==> config.mk <==
export PLATFORM = sky130hd
export DESIGN_NAME = time_keeper_flat
export DESIGN_NICKNAME = d
export VERILOG_FILES = /design/src/rtl/time_keeper_if.sv /design/src/rtl/time_keeper.sv /design/src/flat_wrapper.sv
export SDC_FILE = /design/constraint.sdc
export NUM_CORES = 1
export LEC_CHECK = 0
export CORE_UTILIZATION = 60
export DETAILED_ROUTE_END_ITERATION = 10
export PLACE_DENSITY_LB_ADDON = 0.25
export SLEW_MARGIN = 20
export SYNTH_ARGS = -nofsm -noshare
export SYNTH_HDL_FRONTEND = slang
export SYNTH_SLANG_ARGS = --single-unit
==> constraint.sdc <==
create_clock -name clk -period 4.2 [get_ports clk]
set_input_delay 0.84 -clock clk [delete_from_list [all_inputs] [get_ports clk]]
set_output_delay 0.84 -clock clk [all_outputs]
set_load 0.01 [all_outputs]
==> src/rtl/time_keeper_if.sv <==
// Control and time-of-day bus between the time keeper and its user/display side.
interface time_keeper_if;
    logic       set_mode;
    logic       inc_hour;
    logic       inc_min;
    logic [5:0] hour_out;
    logic [5:0] min_out;
    logic [5:0] sec_out;
    logic       sec_pulse;
    logic       day_wrap;

    // User/control side: drives mode and buttons, observes the time.
    modport master (
        output set_mode,
        output inc_hour,
        output inc_min,
        input  hour_out,
        input  min_out,
        input  sec_out,
        input  sec_pulse,
        input  day_wrap
    );

    // Time keeper side.
    modport slave (
        input  set_mode,
        input  inc_hour,
        input  inc_min,
        output hour_out,
        output min_out,
        output sec_out,
        output sec_pulse,
        output day_wrap
    );
endinterface

==> src/rtl/time_keeper.sv <==
// 24-hour time-of-day counter: 1 Hz prescaler, cascaded sec/min/hour counters,
// and a set mode where synchronized push-button edges advance hours/minutes.
module time_keeper #(
    parameter int unsigned TICKS_PER_SEC = 50_000_000
) (
    input logic          clk,
    input logic          rst_n,
    time_keeper_if.slave bus
);

    localparam int unsigned PW = (TICKS_PER_SEC > 1) ? $clog2(TICKS_PER_SEC) : 1;
    localparam logic [PW-1:0] PRE_LAST = PW'(TICKS_PER_SEC - 1);

    logic [PW-1:0] prescaler_q, prescaler_d;
    logic [5:0]    sec_q, sec_d;
    logic [5:0]    min_q, min_d;
    logic [5:0]    hour_q, hour_d;
    logic          sec_pulse_q, sec_pulse_d;
    logic          day_wrap_q, day_wrap_d;

    // Bit 0 is the first synchronizer flop, bit 2 the edge-detect history flop.
    logic [2:0]    hour_sync_q;
    logic [2:0]    min_sync_q;

    logic tick;
    logic hour_edge;
    logic min_edge;
    logic sec_last;
    logic min_last;
    logic hour_last;

    assign hour_edge = hour_sync_q[1] & ~hour_sync_q[2];
    assign min_edge  = min_sync_q[1] & ~min_sync_q[2];

    assign sec_last  = (sec_q == 6'd59);
    assign min_last  = (min_q == 6'd59);
    assign hour_last = (hour_q == 6'd23);

    // set_mode as sampled at the edge overrides a coincident tick.
    assign tick = (prescaler_q == PRE_LAST) && !bus.set_mode;

    // Button synchronizers and edge history; run regardless of mode.
    always_ff @(posedge clk or negedge rst_n) begin
        if (!rst_n) begin
            hour_sync_q <= 3'b000;
            min_sync_q  <= 3'b000;
        end else begin
            hour_sync_q <= {hour_sync_q[1:0], bus.inc_hour};
            min_sync_q  <= {min_sync_q[1:0], bus.inc_min};
        end
    end

    // Next-state for prescaler, time counters and the one-cycle pulses.
    always_comb begin
        prescaler_d = prescaler_q;
        sec_d       = sec_q;
        min_d       = min_q;
        hour_d      = hour_q;
        sec_pulse_d = tick;
        day_wrap_d  = tick & sec_last & min_last & hour_last;

        if (bus.set_mode) begin
            prescaler_d = '0;
            sec_d       = 6'd0;
            // Manual adjust never carries between fields.
            if (min_edge) begin
                min_d = min_last ? 6'd0 : min_q + 6'd1;
            end
            if (hour_edge) begin
                hour_d = hour_last ? 6'd0 : hour_q + 6'd1;
            end
        end else if (tick) begin
            prescaler_d = '0;
            if (sec_last) begin
                sec_d = 6'd0;
                if (min_last) begin
                    min_d  = 6'd0;
                    hour_d = hour_last ? 6'd0 : hour_q + 6'd1;
                end else begin
                    min_d = min_q + 6'd1;
                end
            end else begin
                sec_d = sec_q + 6'd1;
            end
        end else begin
            prescaler_d = prescaler_q + 1'b1;
        end
    end

    // Time state registers; reset abandons any partial second.
    always_ff @(posedge clk or negedge rst_n) begin
        if (!rst_n) begin
            prescaler_q <= '0;
            sec_q       <= 6'd0;
            min_q       <= 6'd0;
            hour_q      <= 6'd0;
            sec_pulse_q <= 1'b0;
            day_wrap_q  <= 1'b0;
        end else begin
            prescaler_q <= prescaler_d;
            sec_q       <= sec_d;
            min_q       <= min_d;
            hour_q      <= hour_d;
            sec_pulse_q <= sec_pulse_d;
            day_wrap_q  <= day_wrap_d;
        end
    end

    assign bus.hour_out  = hour_q;
    assign bus.min_out   = min_q;
    assign bus.sec_out   = sec_q;
    assign bus.sec_pulse = sec_pulse_q;
    assign bus.day_wrap  = day_wrap_q;

endmodule

==> src/flat_wrapper.sv <==
// flat-port wrapper written by rule: the top's interface ports become plain ports
module time_keeper_flat 
#(
    parameter int unsigned TICKS_PER_SEC = 50_000_000
)
  (clk, rst_n, bus_set_mode, bus_inc_hour, bus_inc_min, bus_hour_out, bus_min_out, bus_sec_out, bus_sec_pulse, bus_day_wrap);
  time_keeper_if bus_i ();
  input logic clk;
  input logic rst_n;
  input wire logic [$bits(bus_i.set_mode)-1:0] bus_set_mode;
  input wire logic [$bits(bus_i.inc_hour)-1:0] bus_inc_hour;
  input wire logic [$bits(bus_i.inc_min)-1:0] bus_inc_min;
  output wire logic [$bits(bus_i.hour_out)-1:0] bus_hour_out;
  output wire logic [$bits(bus_i.min_out)-1:0] bus_min_out;
  output wire logic [$bits(bus_i.sec_out)-1:0] bus_sec_out;
  output wire logic [$bits(bus_i.sec_pulse)-1:0] bus_sec_pulse;
  output wire logic [$bits(bus_i.day_wrap)-1:0] bus_day_wrap;
  assign bus_i.set_mode = bus_set_mode;
  assign bus_i.inc_hour = bus_inc_hour;
  assign bus_i.inc_min = bus_inc_min;
  assign bus_hour_out = bus_i.hour_out;
  assign bus_min_out = bus_i.min_out;
  assign bus_sec_out = bus_i.sec_out;
  assign bus_sec_pulse = bus_i.sec_pulse;
  assign bus_day_wrap = bus_i.day_wrap;
  time_keeper #(.TICKS_PER_SEC(TICKS_PER_SEC)) u_core (.clk(clk), .rst_n(rst_n), .bus(bus_i));
endmodule
### After elaboration in Yosys (flattened, before gate mapping)

Index checks and enable logic that the tools add are counted.

| cells by class | value |
|---|---|
| add/sub/neg operators | 4 |
| equality and inequality tests | 6 |
| mux-type cells | 16 |
| bitwise operators | 7 |
| reductions and logical operators | 7 |

Operators by type and width:

| cell | number |
|---|---|
| $mux 6 | 14 |
| $mux 26 | 2 |
| $add 26x1->26 const B | 1 |
| $eq 26x26->1 const B | 1 |
| $add 6x1->6 const B | 3 |
| $eq 6x6->1 const B | 2 |
| $eq 6x5->1 const B | 1 |
| $reduce_bool 2->1 | 3 |
| $and 1x1->1 | 5 |
| $ne 2x1->1 const B | 2 |
| $reduce_and 4->1 | 1 |
| $reduce_and 3->1 | 1 |
| $not 1->1 | 2 |
| $logic_and 1x1->1 | 1 |
| $logic_not 1->1 | 1 |

| storage, ports and cells | value |
|---|---|
| register bits after elaboration | 52 |
| input bits | 5 |
| logic and storage cells | 48 |

### Longest topological paths before layout

Gate-level depths: netlist (run 1).

| logic depth | value |
|---|---|
| word-level depth | 6 |
| gate-level depth with buffers | 8 |
| mapped depth without buffers | 6 |

### Worst setup path after synthesis (run 1)

OpenSTA, ideal clock, no wires.

| timing path | value |
|---|---|
| path kind | reg2reg |
| start | register u_core.prescaler_q[9] |
| end | register u_core.min_q[0], in the netlist u_core.bus.min_out[0] |
| library setup time | 0.125 ns |
| data arrival time | 2.331 ns |
| slack | 1.745 ns |
| stages on the path, launching flop included | 7 |
| buffers on the path | 1 |
| cells stage by stage | dfrtp_1 > or4b_1 > or4_4 > or2_1 > buf_2 > o21ai_2 > mux2_2 |

| between the ends | value |
|---|---|
| word-level cells in the longest chain between the ends | 4 |

Ends and longest elaborated chain:

| what | RTL line | source |
|---|---|---|
| start: declaration | time_keeper.sv:14 | `logic [PW-1:0] prescaler_q, prescaler_d;` |
| start signal: assignment | time_keeper.sv:100 | `prescaler_q <= prescaler_d;` |
| $eq 26x26->1 | time_keeper.sv:40 | `assign tick = (prescaler_q == PRE_LAST) && !bus.set_mode;` |
| $logic_and 1x1->1 | time_keeper.sv:40 |  |
| $reduce_bool 2->1 (no source line) | n/a |  |
| $reduce_and 3->1 (no source line) | n/a |  |
| end signal: assignment | time_keeper.sv:102 | `min_q <= min_d;` |
| end: declaration | time_keeper.sv:16 | `logic [5:0] min_q, min_d;` |

No other way between the ends.
A chain may end at the register's enable or synchronous reset.

### Final worst setup path (run 1)

| timing path | value |
|---|---|
| start | register u_core.prescaler_q[0] |
| end | register u_core.prescaler_q[13] |

| between the ends | value |
|---|---|
| word-level cells in the longest chain between the ends | 4 |

Ends and longest elaborated chain:

| what | RTL line | source |
|---|---|---|
| parallel branches: the longest is 2 deep, another holds $add 26x1->26 | n/a |  |
| $mux 26 (*) | time_keeper.sv:72 | `end else if (tick) begin` |
| $mux 26 (*) | time_keeper.sv:62 | `if (bus.set_mode) begin` |
| net u_core.prescaler_d[13] | time_keeper.sv:14 |  |

Mark *: on every way through the listed nets, which the timed path passes.

==> metrics.yaml, run 1 <==
outcome: "finished, final reports clean"
cp-end-kind: "flip-flop"
synth_edf_count: 0
layout_commonest_cell: "dfrtp_1"
critPathLaunchType: "flip-flop"
worstPathRequired_ns: 4.36
syn2layout_area_growth_pct: 15.0
postCtsSetupRepairBufs: 0
route.detailed.drc: 0
criticalPathCategory: "flip-flop to flip-flop"
met2_usage: 0.384
ys_types: 44
cp_cell_sequence: "ha_1, nand4_1, or4_4, or2_1, nand2_1, nor2_1"
critPathSlowestCell: "or4_4"
clk-insertion-delay-late_ns: 0.31
slew_headroom: 0.488
viasPerCell: 5.71
routed_wl_um: 4670
drv_cap: 0
placed_cell_area_sq_um: 2780
h-tree-depth: 2
skew_ns: 0.00536
crit_family: "simple AND/OR/NAND/NOR gates"
fin_util: 0.719
cts_tree: "done"
drive_above_1_share: 0.0912
tns_ns: 0
core_area_sq_um: 4000
rows: 23
p_seq_frac: 0.530
numCtsBuffers: 5
initial_utilization: 0.625
clk_path_buf_depth: 2
startpoint: "u_core.prescaler_q[0]"
grt_pass1_wl_um: 8050
ioPinCount: 25
final_cell_mix: "dfrtp_1 (52), nor2_1 (41), clkdlybuf4s50_1 (23)"
rsz0062_at_grt: "false"
yosysWarnings: 0
die_h_um: 66.6
gr-usage-all-layers: 0.243
totalPowerFinal_mw: 1.16
cpPeakStageDelay_ns: 0.63
drtPass1Iterations: 4
ys_ff_latch: 52
ant_nets: 0
hp-class: "flip-flop to flip-flop"
grt_pass1_vias: 1769
synth_nets: 254
synth_top_area_share: 0.520
nets: 282
design_area_sq_um: 2880
holdWs_ns: 0.367
grt_overflow_total: 0
worstReg2RegStart: "u_core.prescaler_q[0]"
setup_viol: 0
crit_path_max_fanout: 24
hold_start: "u_core.min_sync_q[0]"
busiest_layer: "met2"
avgRoutedWirePerCell_um: 14.4
p_sw_frac: 0.290
fmax_mhz: 358
ys_top_cells_by_area: "dfrtp_1 (52%), nor2_1 (6.2%), xor2_1 (5.6%), xnor2_1 (3.5%), nand2_1 (3.3%)"
postSynthAreaPerCell_sq_um: 10.2
diodes: 0
ir_drop_mv: 0.350
p_clk_frac: 0.244
power.leakage_nw: 1.18
finalHoldViolations: 0
clkTransAtPathRegs_ns: 0.09
fin_crit_ns: 2.80
timing.final.crit_share: 0.666
routabilityCongestion: 0.769
clkSinkCount: 52
slew_violations: 0
p_comb_frac: 0.225
switching_power_uw: 338
synth_ff_type: "dfrtp_1"
powerDensity_nw_per_um2: 405
synthArstFlopShare: 1.00
dieArea_sq_um: 4430
cp_num_buf_inv: 0
tightest_slew_ns: 0.765
synth_area_sq_um: 2500
synth.largest_area_cell: "dfrtp_1"
hold_buffers: 0
place_hpwl_um: 3270
num_vias: 1851
cp.arrival_ns: 2.96
use_met1: 0.332
internal-power_uw: 826
synth_seq_area_share: 0.520
die_w_um: 66.6
synth_cells: 245
grt_max_degree: 33
antenna_found_initial: 0
drtIter0Drc: 144
cts_resized: 0
io_buffer_count: 24
grt.met3_usage: 0.0582
clock-root-buffer: "clkbuf_8"
-- registers in the layout, indices dropped and copies added, names as in the netlist --
| register | cells |
|---|---|
| u_core.bus.day_wrap | 1 |
| u_core.bus.sec_pulse | 1 |
| u_core.min_sync_q | 3 |
| u_core.bus.hour_out | 6 |
| u_core.bus.min_out | 6 |
| u_core.hour_sync_q | 3 |
| u_core.bus.sec_out | 6 |
| u_core.prescaler_q | 26 |
-- area by class of cell --
cell class | instances | area, sq um
clock buffer | 5 | 68.8
clock inverter | 3 | 23.8
fill | 302 | 1120
inverter | 4 | 15.0
multi-input combinational | 185 | 1160
sequential | 52 | 1300
tap | 50 | 62.6
timing repair buffer | 25 | 243
-- metrics by stage --
| step | instances | setup WS (ns) |
|---|---|---|
| 3_3_place_gp | 316 | 1.44 |
| 5_1_grt | 324 | 1.19 |
| 2_1_floorplan | 245 | 1.74 |
| 4_1_cts | 324 | 1.38 |
| 6_report | 324 | 1.40 |
| 3_5_place_dp | 316 | 1.40 |
-- cells in the mapped netlist (2+ instances only) --
| library cell | instances |
|---|---|
| and4_2 | 2 |
| nor3b_1 | 2 |
| nand3_1 | 11 |
| mux2_2 | 6 |
| o21ai_0 | 8 |
| xnor2_1 | 10 |
| nor4b_1 | 2 |
| nor2b_1 | 2 |
| o2bb2ai_1 | 2 |
| nand4_1 | 9 |
| nor3_1 | 5 |
| dfrtp_1 | 52 |
| ha_1 | 4 |
| and3_1 | 5 |
| a21oi_1 | 7 |
| nor2_1 | 41 |
| nand3b_1 | 4 |
| or4b_1 | 2 |
| buf_2 | 3 |
| and2_1 | 3 |
| or3_1 | 3 |
| xor2_1 | 16 |
| inv_1 | 4 |
| nand2_1 | 22 |
-- power by group through the flow --
| stage | Clock [mW] | Combinational (mW) | Sequential, mW |
|---|---|---|---|
| 2_1_floorplan | 0 | 0.115 | 0.637 |
| 3_3_place_gp | 0 | 0.256 | 0.623 |
| 3_5_place_dp | 0 | 0.265 | 0.624 |
| 4_1_cts | 0.291 | 0.266 | 0.616 |
| 5_1_grt | 0.311 | 0.291 | 0.629 |
| 6_report | 0.285 | 0.262 | 0.618 |
-- final timing paths --
path | end | slack, ns | depth (start not counted)
max | u_core.prescaler_q[13] | 1.40 | 6
min | u_core.min_sync_q[1] | 0.37 | 0
max in group asynchronous | u_core.prescaler_q[25] | 2.97 | 2
min in group asynchronous | u_core.bus.sec_out[1] | 0.47 | 1
max reg2reg | u_core.prescaler_q[13] | 1.40 | 6
min reg2reg | u_core.min_sync_q[1] | 0.37 | 0
-- logic make-up after synthesis --
kind of cell             synth area share
XOR/XNOR                           0.0910
flip-flops                          0.520
AND/OR/NAND/NOR                     0.264
adder cells (fa/ha/maj)            0.0200
multiplexers                       0.0270
buffers and inverters              0.0175
AO/OA/AOI/OAI                      0.0605
-- layer usage --
metal | wire, um | share of wire
met1 | 2230 | 0.48
met2 | 2190 | 0.47
met3 | 196 | 0.042
met4 | 59 | 0.013
met5 | 0 | 0
Note: power is estimated with default switching activity, not from simulation.
==> inputs of run 2 (changes only) <==
- CORE_UTILIZATION: 60 -> 51
- clock period: 4.2 -> 2.46 ns (I/O delays scaled with it)
==> run 2 against run 1 <==
Net effect:
- hold slack got worse by 0.27 ns
- critical path type unchanged
- largest power group unchanged
- critical endpoint is now u_core.bus.sec_out[5]
- final area up 6.5%
- clock skew is 0.0068 ns higher
- core utilization is 7.1 points lower
==> metrics.yaml, run 2 (synthesized netlist as in run 1, its figures left out) <==
cp_cell_sequence: "or4b_1, or4_4, or2_4, or4_4, a21oi_2"
hold_buffers: 0  # unchanged
gr-usage-all-layers: 0.206  # -0.0373
tightest_slew_ns: 0.626  # -0.140 ns
outcome: "finished, final reports clean"
core_area_sq_um: 4720  # +18%
crit_path_max_fanout: 5  # -79%
cpPeakStageDelay_ns: 0.54  # -0.09 ns
regMostFlops: "u_core.prescaler_q"
hp-class: "input port to async pin"
rr_worst_depth: 5  # -1
rows: 25  # +8.7%
fin_crit_ns: 2.42  # -0.376 ns
r2r-end: "u_core.bus.sec_out[5]"
cp_num_buf_inv: 0  # unchanged
fin_ws_ns: 0.0387  # -1.36 ns
drv_cap: 0  # unchanged
cp.depth: 5  # -1
p_clk_frac: 0.249  # +0.005
die_w_um: 72.0  # +8.2%
criticalPathCategory: "flip-flop to flip-flop"
dp_slack_ns: 0.0357  # -1.37 ns
ant_nets: 0  # unchanged
setup_viol: 0  # unchanged
drtPass1Iterations: 4  # unchanged
cp.arrival_ns: 2.67  # -0.29 ns
slew_violations: 0  # unchanged
clock-root-buffer: "clkbuf_8"
powerDensity_nw_per_um2: 659  # +63%
num_vias: 1916  # +3.5%
finalHoldViolations: 0  # unchanged
critPathSlowestCell: "or4_4"
final_cell_mix: "dfrtp_1 (52), nor2_1 (41), clkdlybuf4s50_1 (23)"
largest_reg_flops: 26  # unchanged
die_h_um: 72.0  # +8.2%
avgRoutedWirePerCell_um: 14.1  # -2.3%
critPathLaunchType: "flip-flop"
cp-end-kind: "flip-flop"
dp.cells: 350  # +11%
switching_power_uw: 572  # +69%
crit_top_cell: "or4_4"
totalPowerFinal_mw: 2.02  # +73%
cts_tree: "done"
stdcell_count: 359  # +11%
crit_family: "simple AND/OR/NAND/NOR gates"
fmax_mhz: 413  # +16%
p_seq_frac: 0.524  # -0.006
ioPinCount: 25  # unchanged
design_area_sq_um: 3060  # +6.5%
worstPathRequired_ns: 2.71  # -1.65 ns
drive_above_1_share: 0.147  # +0.0560
route.detailed.drc: 0  # unchanged
grt_max_degree: 25  # -24%
reg2reg_slack_ns: 0.04  # -1.36 ns
ir_drop_mv: 0.582  # +66%
slew_headroom: 0.577  # +0.0886
p_comb_frac: 0.227  # +0.002
internal-power_mw: 1.45  # +75%
routabilityCongestion: 0.833  # +8.4%
grt_pass1_wl_um: 8200  # +2.0%
nets: 300  # +6.4%
drtIter0Drc: 125  # -13%
p_sw_frac: 0.283  # -0.00712
placed_cell_area_sq_um: 2940  # +5.6%
syn2layout_area_growth_pct: 22.5
antenna_found_initial: 0  # unchanged
io_buffer_count: 24  # unchanged
worstReg2RegStart: "u_core.prescaler_q[7]"
clk_path_buf_depth: 2  # unchanged
rsz0062_at_grt: "true"
grt_pass1_vias: 1780  # +0.62%
skew_ns: 0.0121  # +0.00677 ns
layout_commonest_cell: "dfrtp_1"
dieArea_sq_um: 5190  # +17%
clk-insertion-delay-late_ns: 0.31  # about the same
numCtsBuffers: 5  # unchanged
h-tree-depth: 2  # unchanged
viasPerCell: 5.34  # -6.6%
diodes: 0  # unchanged
clkTransAtPathRegs_ns: 0.10  # about the same
initial_utilization: 0.530  # -0.0957
power.leakage_nw: 1.29  # +9.7%
grt_overflow_total: 0  # unchanged
clkSinkCount: 52  # unchanged
place_hpwl_um: 3550  # +8.3%
routed_wl_um: 5060  # +8.3%
timing.final.crit_share: 0.984  # +0.318
[run 2: repair_timing]
item,in CTS,in global routing
setup endpoints to repair,0,8
setup buffers,0,1
resized for setup,0,5
[run 2: worst max-delay path by stage]
stage                          start               endpoint
5_1_grt        u_core.prescaler_q[7]  u_core.bus.sec_out[5]
4_1_cts        u_core.prescaler_q[8]  u_core.bus.min_out[0]
6_report       u_core.prescaler_q[7]  u_core.bus.sec_out[5]
2_1_floorplan  u_core.prescaler_q[9]  u_core.bus.min_out[0]
3_3_place_gp   u_core.prescaler_q[8]  u_core.bus.min_out[0]
3_5_place_dp   u_core.prescaler_q[8]  u_core.bus.min_out[0]
[run 2: through the flow]
| step | TNS, ns | util | hold slack [ns] |
|---|---|---|---|
| finish | 0 | 0.648 | 0.102 |
| global route | -0.0359 | 0.648 | 0.141 |
| CTS | 0 | 0.641 | 0.119 |
| detailed placement | 0 | 0.622 | 0.338 |
| global placement | 0 | 0.622 | 0.334 |
| floorplan | 0 | - | 0.196 |
[run 2: layout make-up]
class	instances	area [sq um]
Tap cell	67	83.8
Sequential cell	52	1300
Inverter	4	15.0
Clock buffer	8	90.1
Timing Repair Buffer	43	390
Multi-Input combinational cell	185	1180
Fill cell	385	1660
[run 2: routing by layer]
metal / up-vias / wire, um / track usage
li1: 945 / - / -
met2: 36 / 2360 / 0.319
met4: 0 / 64 / 0.0719
met3: 6 / 142 / 0.0375
met5: - / 0 / 0
met1: 929 / 2500 / 0.293
[run 2: worst reg2reg max path: cells and delay by family (launching register included)]
family / cells / cell delay, ns
flip-flops: 1 / 0.38
AO/OA/AOI/OAI: 1 / 0.12
AND/OR/NAND/NOR: 4 / 1.88
[run 2: power by group through the flow]
stage,clock network (mW),logic (mW),registers [mW]
after floorplan,0,0.196,1.09
after global placement,0,0.450,1.07
after detailed placement,0,0.463,1.07
after CTS,0.516,0.465,1.06
after global routing,0.543,0.507,1.07
final,0.502,0.459,1.06
